$ cat src/rtl/sdram_pkg.sv
// Shared SDRAM definitions: command encodings {CS_n,RAS_n,CAS_n,WE_n},
// init sequencer states and address-bit conventions.
package sdram_pkg;

   localparam logic [3:0] CMD_NOP       = 4'b0111;
   localparam logic [3:0] CMD_ACTIVE    = 4'b0011;
   localparam logic [3:0] CMD_READ      = 4'b0101;
   localparam logic [3:0] CMD_WRITE     = 4'b0100;
   localparam logic [3:0] CMD_PRECHARGE = 4'b0010;
   localparam logic [3:0] CMD_REFRESH   = 4'b0001;
   localparam logic [3:0] CMD_LMR       = 4'b0000;

   // A10 high during PRECHARGE selects all banks.
   localparam int A10_BIT = 10;

   typedef enum logic [3:0] {
      ST_WAIT_PAA  = 4'd0,
      ST_CKE_ON    = 4'd1,
      ST_PRECH     = 4'd2,
      ST_WAIT_RP   = 4'd3,
      ST_REF       = 4'd4,
      ST_WAIT_RFC  = 4'd5,
      ST_WAIT_MODE = 4'd6,
      ST_LMR       = 4'd7,
      ST_WAIT_MRD  = 4'd8,
      ST_DONE      = 4'd9
   } init_state_t;

endpackage

$ cat src/rtl/sdram_wait_timer.sv
// Loadable down-counter. zero_next is high when the count reaches zero at the
// next edge, so a wait state exits exactly (load_val + 1) cycles after loading.
module sdram_wait_timer #(
   parameter int W = 4
) (
   input  logic         sdram_clk,
   input  logic         sdram_rst,
   input  logic         load,
   input  logic [W-1:0] load_val,
   output logic         zero_next
);

   logic [W-1:0] count;

   always_ff @(posedge sdram_clk) begin
      if (sdram_rst) begin
         count <= '0;
      end else if (load) begin
         count <= load_val;
      end else if (count != '0) begin
         count <= count - W'(1);
      end
   end

   assign zero_next = (count <= W'(1));

endmodule

$ cat src/rtl/sdram_init_seq.sv
// SDR SDRAM power-up init sequencer: CKE on, PRECHARGE ALL, REF_NUM x AUTO
// REFRESH, LOAD MODE, then a sticky INIT_DONE hands the bus to the controller.
module sdram_init_seq
   import sdram_pkg::*;
#(
   parameter int ADDR_W   = 13,
   parameter int BA_W     = 2,
   parameter int T_RP     = 3,
   parameter int T_RFC    = 9,
   parameter int T_MRD    = 2,
   parameter int REF_NUM  = 8,
   parameter logic [ADDR_W-1:0] MODE_REG = ADDR_W'(13'h0033)
) (
   input  logic              sdram_clk,
   input  logic              sdram_rst,
   input  logic              PAA,
   input  logic              SET_MODE,
   output logic              CKE,
   output logic [3:0]        CMD,
   output logic [ADDR_W-1:0] ADDR,
   output logic [BA_W-1:0]   BA,
   output logic              INIT_DONE,
   output init_state_t       state_dbg
);

   localparam int T_MAX_A = (T_RP > T_RFC) ? T_RP : T_RFC;
   localparam int T_MAX   = (T_MAX_A > T_MRD) ? T_MAX_A : T_MRD;
   localparam int TMR_W   = (T_MAX > 1) ? $clog2(T_MAX) : 1;

   localparam logic [TMR_W-1:0] TMR_RP  = TMR_W'(T_RP - 1);
   localparam logic [TMR_W-1:0] TMR_RFC = TMR_W'(T_RFC - 1);
   localparam logic [TMR_W-1:0] TMR_MRD = TMR_W'(T_MRD - 1);
   localparam logic [8:0]       REF_NUM_W = 9'(REF_NUM);

   init_state_t       state, state_d;
   logic [7:0]        ref_cnt;
   logic              ref_inc;
   logic              tmr_load;
   logic [TMR_W-1:0]  tmr_val;
   logic              tmr_zero_next;
   logic              more_now, more_after_inc;
   init_state_t       mode_state;

   logic              cke_d, done_d;
   logic [3:0]        cmd_d;
   logic [ADDR_W-1:0] addr_d;
   logic [BA_W-1:0]   ba_d;

   sdram_wait_timer #(.W(TMR_W)) u_timer (
      .sdram_clk (sdram_clk),
      .sdram_rst (sdram_rst),
      .load      (tmr_load),
      .load_val  (tmr_val),
      .zero_next (tmr_zero_next)
   );

   // With a 1-cycle timing the issue state skips its wait state, so the
   // refresh-count decision must look at the count after this increment.
   assign more_now       = ({1'b0, ref_cnt} < REF_NUM_W);
   assign more_after_inc = (({1'b0, ref_cnt} + 9'd1) < REF_NUM_W);
   assign mode_state     = SET_MODE ? ST_LMR : ST_WAIT_MODE;
   assign state_dbg      = state;

   always_ff @(posedge sdram_clk) begin
      if (sdram_rst) begin
         state   <= ST_WAIT_PAA;
         ref_cnt <= 8'd0;
      end else begin
         state <= state_d;
         if (ref_inc) ref_cnt <= ref_cnt + 8'd1;
      end
   end

   always_comb begin
      state_d  = state;
      ref_inc  = 1'b0;
      tmr_load = 1'b0;
      tmr_val  = '0;
      cke_d    = CKE;
      cmd_d    = CMD_NOP;
      addr_d   = ADDR;
      ba_d     = BA;
      done_d   = INIT_DONE;
      unique case (state)
         ST_WAIT_PAA: begin
            if (PAA) state_d = ST_CKE_ON;
         end
         ST_CKE_ON: begin
            cke_d   = 1'b1;
            state_d = ST_PRECH;
         end
         ST_PRECH: begin
            cmd_d           = CMD_PRECHARGE;
            addr_d          = '0;
            addr_d[A10_BIT] = 1'b1;
            ba_d            = '0;
            tmr_load        = 1'b1;
            tmr_val         = TMR_RP;
            state_d         = (T_RP == 1) ? ST_REF : ST_WAIT_RP;
         end
         ST_WAIT_RP: begin
            if (tmr_zero_next) state_d = ST_REF;
         end
         ST_REF: begin
            cmd_d    = CMD_REFRESH;
            ref_inc  = 1'b1;
            tmr_load = 1'b1;
            tmr_val  = TMR_RFC;
            if (T_RFC == 1) state_d = more_after_inc ? ST_REF : mode_state;
            else            state_d = ST_WAIT_RFC;
         end
         ST_WAIT_RFC: begin
            if (tmr_zero_next) state_d = more_now ? ST_REF : mode_state;
         end
         ST_WAIT_MODE: begin
            if (SET_MODE) state_d = ST_LMR;
         end
         ST_LMR: begin
            cmd_d    = CMD_LMR;
            addr_d   = MODE_REG;
            ba_d     = '0;
            tmr_load = 1'b1;
            tmr_val  = TMR_MRD;
            state_d  = (T_MRD == 1) ? ST_DONE : ST_WAIT_MRD;
         end
         ST_WAIT_MRD: begin
            if (tmr_zero_next) state_d = ST_DONE;
         end
         ST_DONE: begin
            cke_d  = 1'b1;
            done_d = 1'b1;
         end
         default: state_d = ST_WAIT_PAA;
      endcase
   end

   always_ff @(posedge sdram_clk) begin
      if (sdram_rst) begin
         CKE       <= 1'b0;
         CMD       <= CMD_NOP;
         ADDR      <= '0;
         BA        <= '0;
         INIT_DONE <= 1'b0;
      end else begin
         CKE       <= cke_d;
         CMD       <= cmd_d;
         ADDR      <= addr_d;
         BA        <= ba_d;
         INIT_DONE <= done_d;
      end
   end

endmodule

$ cat config.mk
export PLATFORM = sky130hd
export DESIGN_NAME = sdram_init_seq
export DESIGN_NICKNAME = d
export VERILOG_FILES = /design/src/rtl/sdram_pkg.sv /design/src/rtl/sdram_wait_timer.sv /design/src/rtl/sdram_init_seq.sv
export SDC_FILE = /design/constraint.sdc
export NUM_CORES = 1
export LEC_CHECK = 0
export ABC_AREA = 1
export CORE_MARGIN = 2
export CORE_UTILIZATION = 40
export CTS_BUF_LIST = sky130_fd_sc_hd__clkbuf_2 sky130_fd_sc_hd__clkbuf_4 sky130_fd_sc_hd__clkbuf_8
export DETAILED_ROUTE_END_ITERATION = 7
export DONT_BUFFER_PORTS = 1
export PLACE_DENSITY_LB_ADDON = 0.15
export SETUP_SLACK_MARGIN = 0.4
export SLEW_MARGIN = 20
export SYNTH_ARGS = -nofsm -noshare
export SYNTH_HDL_FRONTEND = slang
export SYNTH_SLANG_ARGS = --single-unit
export TNS_END_PERCENT = 20
$ cat constraint.sdc
create_clock -name sdram_clk -period 1.2 [get_ports sdram_clk]
set_input_delay 0.06 -clock sdram_clk [delete_from_list [all_inputs] [get_ports sdram_clk]]
set_output_delay 0.06 -clock sdram_clk [all_outputs]
set_load 0.005 [all_outputs]
==> metrics.csv, run 1 <==
stage;metric;value;unit
drt;DRC;0;
drt;WL per Instance;11.0;um
logic_synthesis;Post-Syn Instances;183;
sta;endpoints failing setup;6;
layout;layout cells sized above 1;0.338;
sta;Min Clock Period, post-route;1240;ps
worst_setup_path;crit-path most repeated cell;nand2_1;
drt;antenna-violating nets left;0;
sta;fmax;0.809;GHz
logic_synthesis;Synth Area in Adders;0.0291;
sta;RSZ-0062 raised after global routing;true;
sta;period utilization;1.03;
cts;root buf cell;clkbuf_4;
die;DIE AREA;3700;sq um
grt;GRT Total Usage;0.152;
sta;Worst Setup Slack, final;-35.6;ps
layout;number of fillers in the final layout;318;
grt;Congestion Overflow GR;0;
layout;number of diodes;0;
worst_setup_path;critical path capture point type;flip-flop;
run;max_cap viols;0;
power;P per Cell Area;2220;nW/um^2
hold_path;hold crit path type;primary input to flip-flop;
status;failing checks;setup timing;
logic_synthesis;Synth Area in XOR/XNOR;0.0271;
drt;via-per-instance ratio;4.64;
layout;area occupied by multi-input gates;810;sq um
worst_setup_path;Crit-path slowest cell;dfxtp_2;
die;Die W;60.8;um
grt;largest net degree at the start of global routing;15;
cts;TritonCTS clock tree;done;
drt;final WL;2700;um
placed_design;dpl ws;-37.8;ps
logic_synthesis;Syn Area/Cell;7.06;sq um
cts;Reg clk slew, reported paths;140;ps
die;Initial Util;0.423;
placed_design;GPL Wtd Cong;0.828;
placed_design;post-DP HPWL;1880;um
die;# rows;20;
layout;post-route insts no fill;245;
grt;first-pass GRT wire length;4290;um
cts;H-tree levels;1;
logic_synthesis;yosys warns;0;
die;Die Ht;60.8;um
logic_synthesis;Cell variety after synth;28;
layout;Sequential Area;484;sq um
cts;clock buffer depth;2;
drt;routed vias;1138;
placed_design;DP Cell Count;235;
power;LEAKAGE;0.000716;uW
layout;Synth-to-Final Area Change;24.9;%
worst_setup_path;CP top delay family;flip-flops;
cts;TritonCTS buffer count;3;
sta;Clock Skew;15.9;ps
logic_synthesis;Synth Register Bits;23;
logic_synthesis;Compound-Gate Fraction of Synth Area;0.0959;
cts;clock sink count;23;
sta;Hold Violations, Final;0;
worst_setup_path;Worst Setup Start Kind;flip-flop;
worst_setup_path;WP buf/inv;1;
die;I/O pins;29;
logic_synthesis;largest family of logic cells by synthesized area;simple AND/OR/NAND/NOR gates;
power;maximum VDD drop;568;uV
status;outcome;complete, but fails checks;
logic_synthesis;post-synthesis mux area share;0;
logic_synthesis;Seq/Total Area, Yosys;0.357;
logic_synthesis;simple logic cell fraction of the synthesized area;0.345;
sta;count of pins over their slew limit;0;
worst_setup_path;critical path cell sequence;inv_1 -> ha_4 -> o21ai_4 -> nand2_4 -> nand2_1 -> nand2_1 -> nand2_1 -> nor2_1;
die;core area;3050;sq um
placed_design;port bufs;0;
worst_setup_path;crit path kind;flip-flop to flip-flop;
layout;Layout Nets;209;
grt;initial antenna violation count;0;
grt;vias in the first global route;1022;
worst_setup_path;WP data arrival;1450;ps
drt;TritonRoute pass-1 iters;4;
drt;initial DRC count;21;
cts;Clk Latency, worst-skew pair;320;ps
worst_setup_path;CP required;1420;ps
logic_synthesis;post-synthesis cell area;1290;sq um
worst_setup_path;crit-path max FO;7;
worst_setup_path;Worst path max stage delay;370;ps
## power breakdown
group	internal, uW	total [uW]	switching, uW
clock	127	375	248
sequential	985	1220	234
combinational	885	1980	1100
## per-layer routing
metal  wire, um  vias up  global-route usage  part of all wire
li1           -      588                   -                 -
met1       1250      523               0.199              0.46
met2       1360       25               0.250              0.50
met3         79        2              0.0341             0.029
met4         15        0              0.0466            0.0056
met5          0        -                   0                 0
## final cells by class
class                      count  area share
clock inverter                 1     0.00465
multi-input combinational    135       0.502
tap                           44      0.0341
clock buffer                   3      0.0140
timing repair buffer          20      0.0946
inverter                      19      0.0504
sequential                    23       0.300
## layout by cell type, fill, tap and decap left out, types with 2 or more instances in the layout
cell type | synthesis | routed
nand2_4 | 1 | 4
xor2_1 | 2 | 2
nand2_2 | 3 | 5
a21oi_1 | 14 | 13
nor2_1 | 25 | 19
nor3_1 | 4 | 3
nand3_2 | 0 | 2
dfxtp_1 | 23 | 14
o21ai_0 | 7 | 5
nor2_2 | 3 | 6
inv_1 | 17 | 14
ha_1 | 3 | 2
buf_4 | 14 | 19
nand3_1 | 11 | 9
inv_2 | 2 | 2
clkbuf_4 | 0 | 3
inv_4 | 0 | 2
dfxtp_4 | 0 | 5
dfxtp_2 | 0 | 4
xnor2_1 | 2 | 2
nor2_4 | 2 | 5
nand2_1 | 39 | 33
conb_1 | 1 | 11
## kinds of logic (layout without fill, tap and decap cells)
| kind of cell | Yosys count | in the layout |
|---|---|---|
| and+or+nand+nor | 93 | 93 |
| other | 1 | 11 |
| DFF | 23 | 23 |
| buffers and inverters | 35 | 43 |
| xor gates and xnor gates | 4 | 4 |
| AOI/OAI and AO/OA | 24 | 24 |
| adders and majority gates | 3 | 3 |
## stage by stage
stage          hold slack (ps)  TNS, ps   util  instance area, sq um  total power [uW]
2_1_floorplan              327        0      -                  1350              2320
3_3_place_gp               131    -77.2  0.456                  1390              2720
3_5_place_dp               132    -96.9  0.456                  1390              2710
4_1_cts                   9.69     -107  0.487                  1490              3250
5_1_grt                   42.6     -778  0.528                  1610              3880
6_report                  46.0     -118  0.528                  1610              3580
## sequential cells by signal, summed over array words and instances (netlist names)
name,count
u_timer.count,4
CMD,3
ADDR,2
state_dbg,4
INIT_DONE,1
CKE,1
ref_cnt,8
## path summary, 6_finish.rpt
kind         cells past startpoint           end        startpoint  slack [ps]
max                              8  state_dbg[0]  u_timer.count[0]         -40
max reg2reg                      8  state_dbg[0]  u_timer.count[0]         -40
min                              2        CMD[2]         sdram_rst          50
min reg2reg                      2           CKE               CKE         470
## cell usage after synthesis (all sizes together)
master / n / area share
nand2: 43 / 0.14
nor2: 31 / 0.12
dfxtp: 23 / 0.36
inv: 19 / 0.055
buf: 15 / 0.085
a21oi: 14 / 0.054
nand3: 12 / 0.056
o21ai: 8 / 0.031
nor3: 4 / 0.016
ha: 3 / 0.029
xnor2: 2 / 0.014
xor2: 2 / 0.014
a21boi: 1 / 0.0058
a31oi: 1 / 0.0048
clkbuf: 1 / 0.0029
conb: 1 / 0.0029
nand3b: 1 / 0.0058
nor3b: 1 / 0.0058
nor4: 1 / 0.0048
## what timing repair did
action / in CTS / in global routing
hold buffers: 1 / 0
endpoints found under the setup margin: 31 / 32
pin swaps: 4 / 12
gates resized for setup: 11 / 33
buffers inserted: 4 / 1
endpoints found under the hold margin: 7 / 0
Power figures use the tool's default switching activity.
==> inputs of run 2 (changes only) <==
--- a/config.mk
+++ b/config.mk
@@ -5,15 +5,14 @@
 export SDC_FILE = /design/constraint.sdc
 export NUM_CORES = 1
 export LEC_CHECK = 0
-export ABC_AREA = 1
 export CORE_MARGIN = 2
 export CORE_UTILIZATION = 40
 export CTS_BUF_LIST = sky130_fd_sc_hd__clkbuf_2 sky130_fd_sc_hd__clkbuf_4 sky130_fd_sc_hd__clkbuf_8
 export DETAILED_ROUTE_END_ITERATION = 7
 export DONT_BUFFER_PORTS = 1
 export PLACE_DENSITY_LB_ADDON = 0.15
+export RECOVER_POWER = 50
 export SETUP_SLACK_MARGIN = 0.4
-export SLEW_MARGIN = 20
 export SYNTH_ARGS = -nofsm -noshare
 export SYNTH_HDL_FRONTEND = slang
 export SYNTH_SLANG_ARGS = --single-unit
==> run 2 against run 1 <==
Net effect: the run still ends with setup timing left; register-to-register slack got worse by 330 ps; clock power rose by 6.4%; setup slack lost 330 ps; clock skew decreased by 12 ps; count of clock-buffer cells in the layout increased by 1; non-clock buffer count is 20 higher; sequential cell count did not move; first-iteration DRC count rose to 2.5 times the previous value; design area increased by 12%; critical path type unchanged; largest power group unchanged; highest routed layer unchanged.
==> metrics.csv, run 2 <==
stage;metric;value;unit;change
status;outcome;complete, but fails checks;;
status;failing checks;setup timing;;
worst_setup_path;crit-path max FO;2;;-5
drt;WL per Instance;13.5;um;+22%
layout;final core utilization;0.583;;+0.0544
worst_setup_path;crit path kind;flip-flop to flip-flop;;
sta;count of pins over their slew limit;0;;unchanged
power;Seq pwr share;0.303;;-0.038
layout;number of diodes;0;;unchanged
cts;clock buffer depth;2;;unchanged
cts;clock sink count;23;;unchanged
worst_setup_path;Worst Setup Start Kind;flip-flop;;
placed_design;post-DP HPWL;2110;um;+12%
placed_design;port bufs;0;;unchanged
drt;highest routed metal layer;met4;;
sta;RSZ-0062 raised after global routing;true;;
logic_synthesis;Post-Syn Instances;159;;-13%
sta;period utilization;1.31;;+0.278
die;# rows;20;;unchanged
hold_path;Hold Path Stages;4;;+2
grt;largest net degree at the start of global routing;22;;+7
sta;Worst Tran Pin Value;852;ps;
layout;most common cell after layout, fill and taps aside;buf_4;;
sta;Rel. slew slack;0.432;;
power;Logic pwr share;0.585;;+0.031
grt;GRT Total Usage;0.173;;+0.0202
power;Total Power;3560;uW;-0.48%
sta;Min Clock Period, post-route;1570;ps;+333 ps
layout;Synth-to-Final Area Change;37.4;%;
grt;initial antenna violation count;0;;unchanged
grt;Congestion Overflow GR;0;;unchanged
cts;TritonCTS buffer count;3;;unchanged
drt;antenna-violating nets left;0;;unchanged
power;Int Pwr;2200;uW;+10%
sta;Clock Skew;3.82;ps;-12.0 ps
die;Die W;61.4;um;+0.90%
logic_synthesis;Syn Area/Cell;8.28;sq um;+17%
power;Switching Share;0.382;;-0.0599
cts;root buf cell;clkbuf_4;;
logic_synthesis;post-synthesis cell area;1320;sq um;+1.9%
logic_synthesis;yosys warns;0;;unchanged
logic_synthesis;Seq/Total Area, Yosys;0.350;;-0.00678
power;NetSw;1360;uW;-14%
placed_design;dpl ws;-304;ps;-266 ps
grt;vias in the first global route;989;;-3.2%
sta;Sum Neg Setup Slack;-3310;ps;-3190 ps
cts;Clk Latency, worst-skew pair;320;ps;about the same
worst_setup_path;R2R Path Start;state_dbg[3];;
logic_synthesis;Synth Register Bits;23;;unchanged
worst_setup_path;WP data arrival;1800;ps;+350 ps
logic_synthesis;ys async rst share;0;;unchanged
power;maximum VDD drop;1140;uV;+100%
drt;initial DRC count;53;;+150%
sta;Hold Violations, Final;0;;unchanged
drt;Detail Route met2 WL;1410;um;+4.1%
layout;number of flip-flops in the largest register;8;;unchanged
worst_setup_path;worst r2r dst;ref_cnt[6];;
layout;Layout Nets;197;;-5.7%
drt;Routed met3 length;194;um;+150%
worst_setup_path;critical path capture point type;flip-flop;;
logic_synthesis;EDFF count, synth;0;;unchanged
die;DIE AREA;3770;sq um;+1.8%
worst_setup_path;CP required;1430;ps;about the same
power;Clock power frac;0.112;;+0.007
cts;Reg clk slew, reported paths;130;ps;about the same
worst_setup_path;Critical Path End;ref_cnt[6];;
logic_synthesis;Cell variety after synth;40;;+43%
logic_synthesis;largest cells by area after synthesis;dfxtp_1, buf_4, nor2_1;;
die;I/O pins;29;;unchanged
logic_synthesis;Synth area leader;dfxtp_1;;
drt;via-per-instance ratio;4.99;;+7.5%
die;core area;3100;sq um;+1.6%
layout;layout cells sized above 1;0.402;;+0.0638
worst_setup_path;CP startpoint;state_dbg[3];;
die;Die Ht;61.4;um;+0.90%
cts;TritonCTS clock tree;done;;
power;LEAKAGE;0.000706;uW;-1.4%
logic_synthesis;count leader, synth;dfxtp_1;;
layout;most flop-heavy register;ref_cnt;;
worst_setup_path;Worst R2R Path Depth;4;;-4
logic_synthesis;post-synth top area share;0.350;;-0.00678
sta;fmax;0.637;GHz;-21%
drt;routed vias;1163;;+2.2%
sta;endpoints failing setup;20;;+14
logic_synthesis;Synth top cells by count;dfxtp_1, nor2_1, buf_4, nand2_1, a21oi_1;;
drt;TritonRoute pass-1 iters;4;;unchanged
drt;final WL;3140;um;+16%
logic_synthesis;Top FF cell, synth;dfxtp_1;;
placed_design;GPL Wtd Cong;0.856;;+3.3%
power;P per Cell Area;1970;nW/um^2;-11%
run;max_cap viols;0;;unchanged
drt;Metal-1 WL;1500;um;+20%
hold_path;hold crit path type;primary input to flip-flop;;
worst_setup_path;reg2reg setup slack;-370;ps;-330 ps
layout;commonest cells after routing, fill and taps aside;buf_4, dfxtp_1, nor2_1, nand2_1, conb_1;;
sta;Worst Setup Slack, final;-369;ps;-333 ps
sta;Fin Hold WS;215;ps;+169 ps
grt;first-pass GRT wire length;4760;um;+11%
cts;H-tree levels;1;;unchanged
die;Initial Util;0.424;;+0.00124
drt;DRC;0;;unchanged
==> run 2: kinds of logic after synthesis <==
group / Yosys count / share of synthesized area
simple gates: 62 / 0.259
buf+inv: 29 / 0.135
compound gates: 28 / 0.127
flops: 23 / 0.350
xor+xnor: 7 / 0.0466
mux: 6 / 0.0504
fa+ha+maj: 3 / 0.0285
other cells: 1 / 0.00285
==> run 2: through the flow <==
step	cell area [sq um]	std cells
finish	1810	233
global placement	1560	225
floorplan	1380	169
CTS	1670	230
global route	1810	233
detailed placement	1560	225
==> run 2: worst max-delay path, cell delays in order, from the launching register on <==
cell and delay, ps:
dfxtp_2 360, nor4b_4 320, nand3_2 120, or3_4 380, mux2_4 300
==> run 2: how the worst min path moves through the flow <==
stage                     startpoint               end  slack, ps
after floorplan            sdram_rst      state_dbg[2]        240
after global placement     sdram_rst  u_timer.count[0]        130
after detailed placement   sdram_rst  u_timer.count[0]        130
after CTS                   SET_MODE      state_dbg[0]        210
after global routing        SET_MODE      state_dbg[0]        230
final                       SET_MODE      state_dbg[0]        220
==> run 2: power groups by stage <==
| stage | registers, uW | logic (uW) | clock network (uW) |
|---|---|---|---|
| 3_5_place_dp | 1060 | 1630 | 0 |
| 3_3_place_gp | 1050 | 1620 | 0 |
| 6_report | 1080 | 2080 | 399 |
| 5_1_grt | 1100 | 2260 | 445 |
| 4_1_cts | 1050 | 1800 | 405 |
| 2_1_floorplan | 1040 | 1080 | 0 |
==> run 2: metal layers <==
metal | GRT usage | vias up
li1 | - | 585
met1 | 0.269 | 542
met2 | 0.234 | 31
met3 | 0.0378 | 5
met4 | 0.0547 | 0
met5 | 0 | -
==> run 2: cell type report <==
| type | instances | area, sq um |
|---|---|---|
| timing repair buffer | 40 | 368 |
| inverter | 5 | 18.8 |
| sequential | 23 | 470 |
| clock buffer | 4 | 30.0 |
| fill | 293 | 1290 |
| multi-input combinational | 117 | 866 |
| tap | 44 | 55.1 |
==> run 2: timing repair <==
item	CTS	global route
pin swaps	7	9
endpoints found under the setup margin	31	32
hold buffers	1	0
gates resized for setup	20	29
buffers inserted	0	3
hold endpoints to repair	23	0
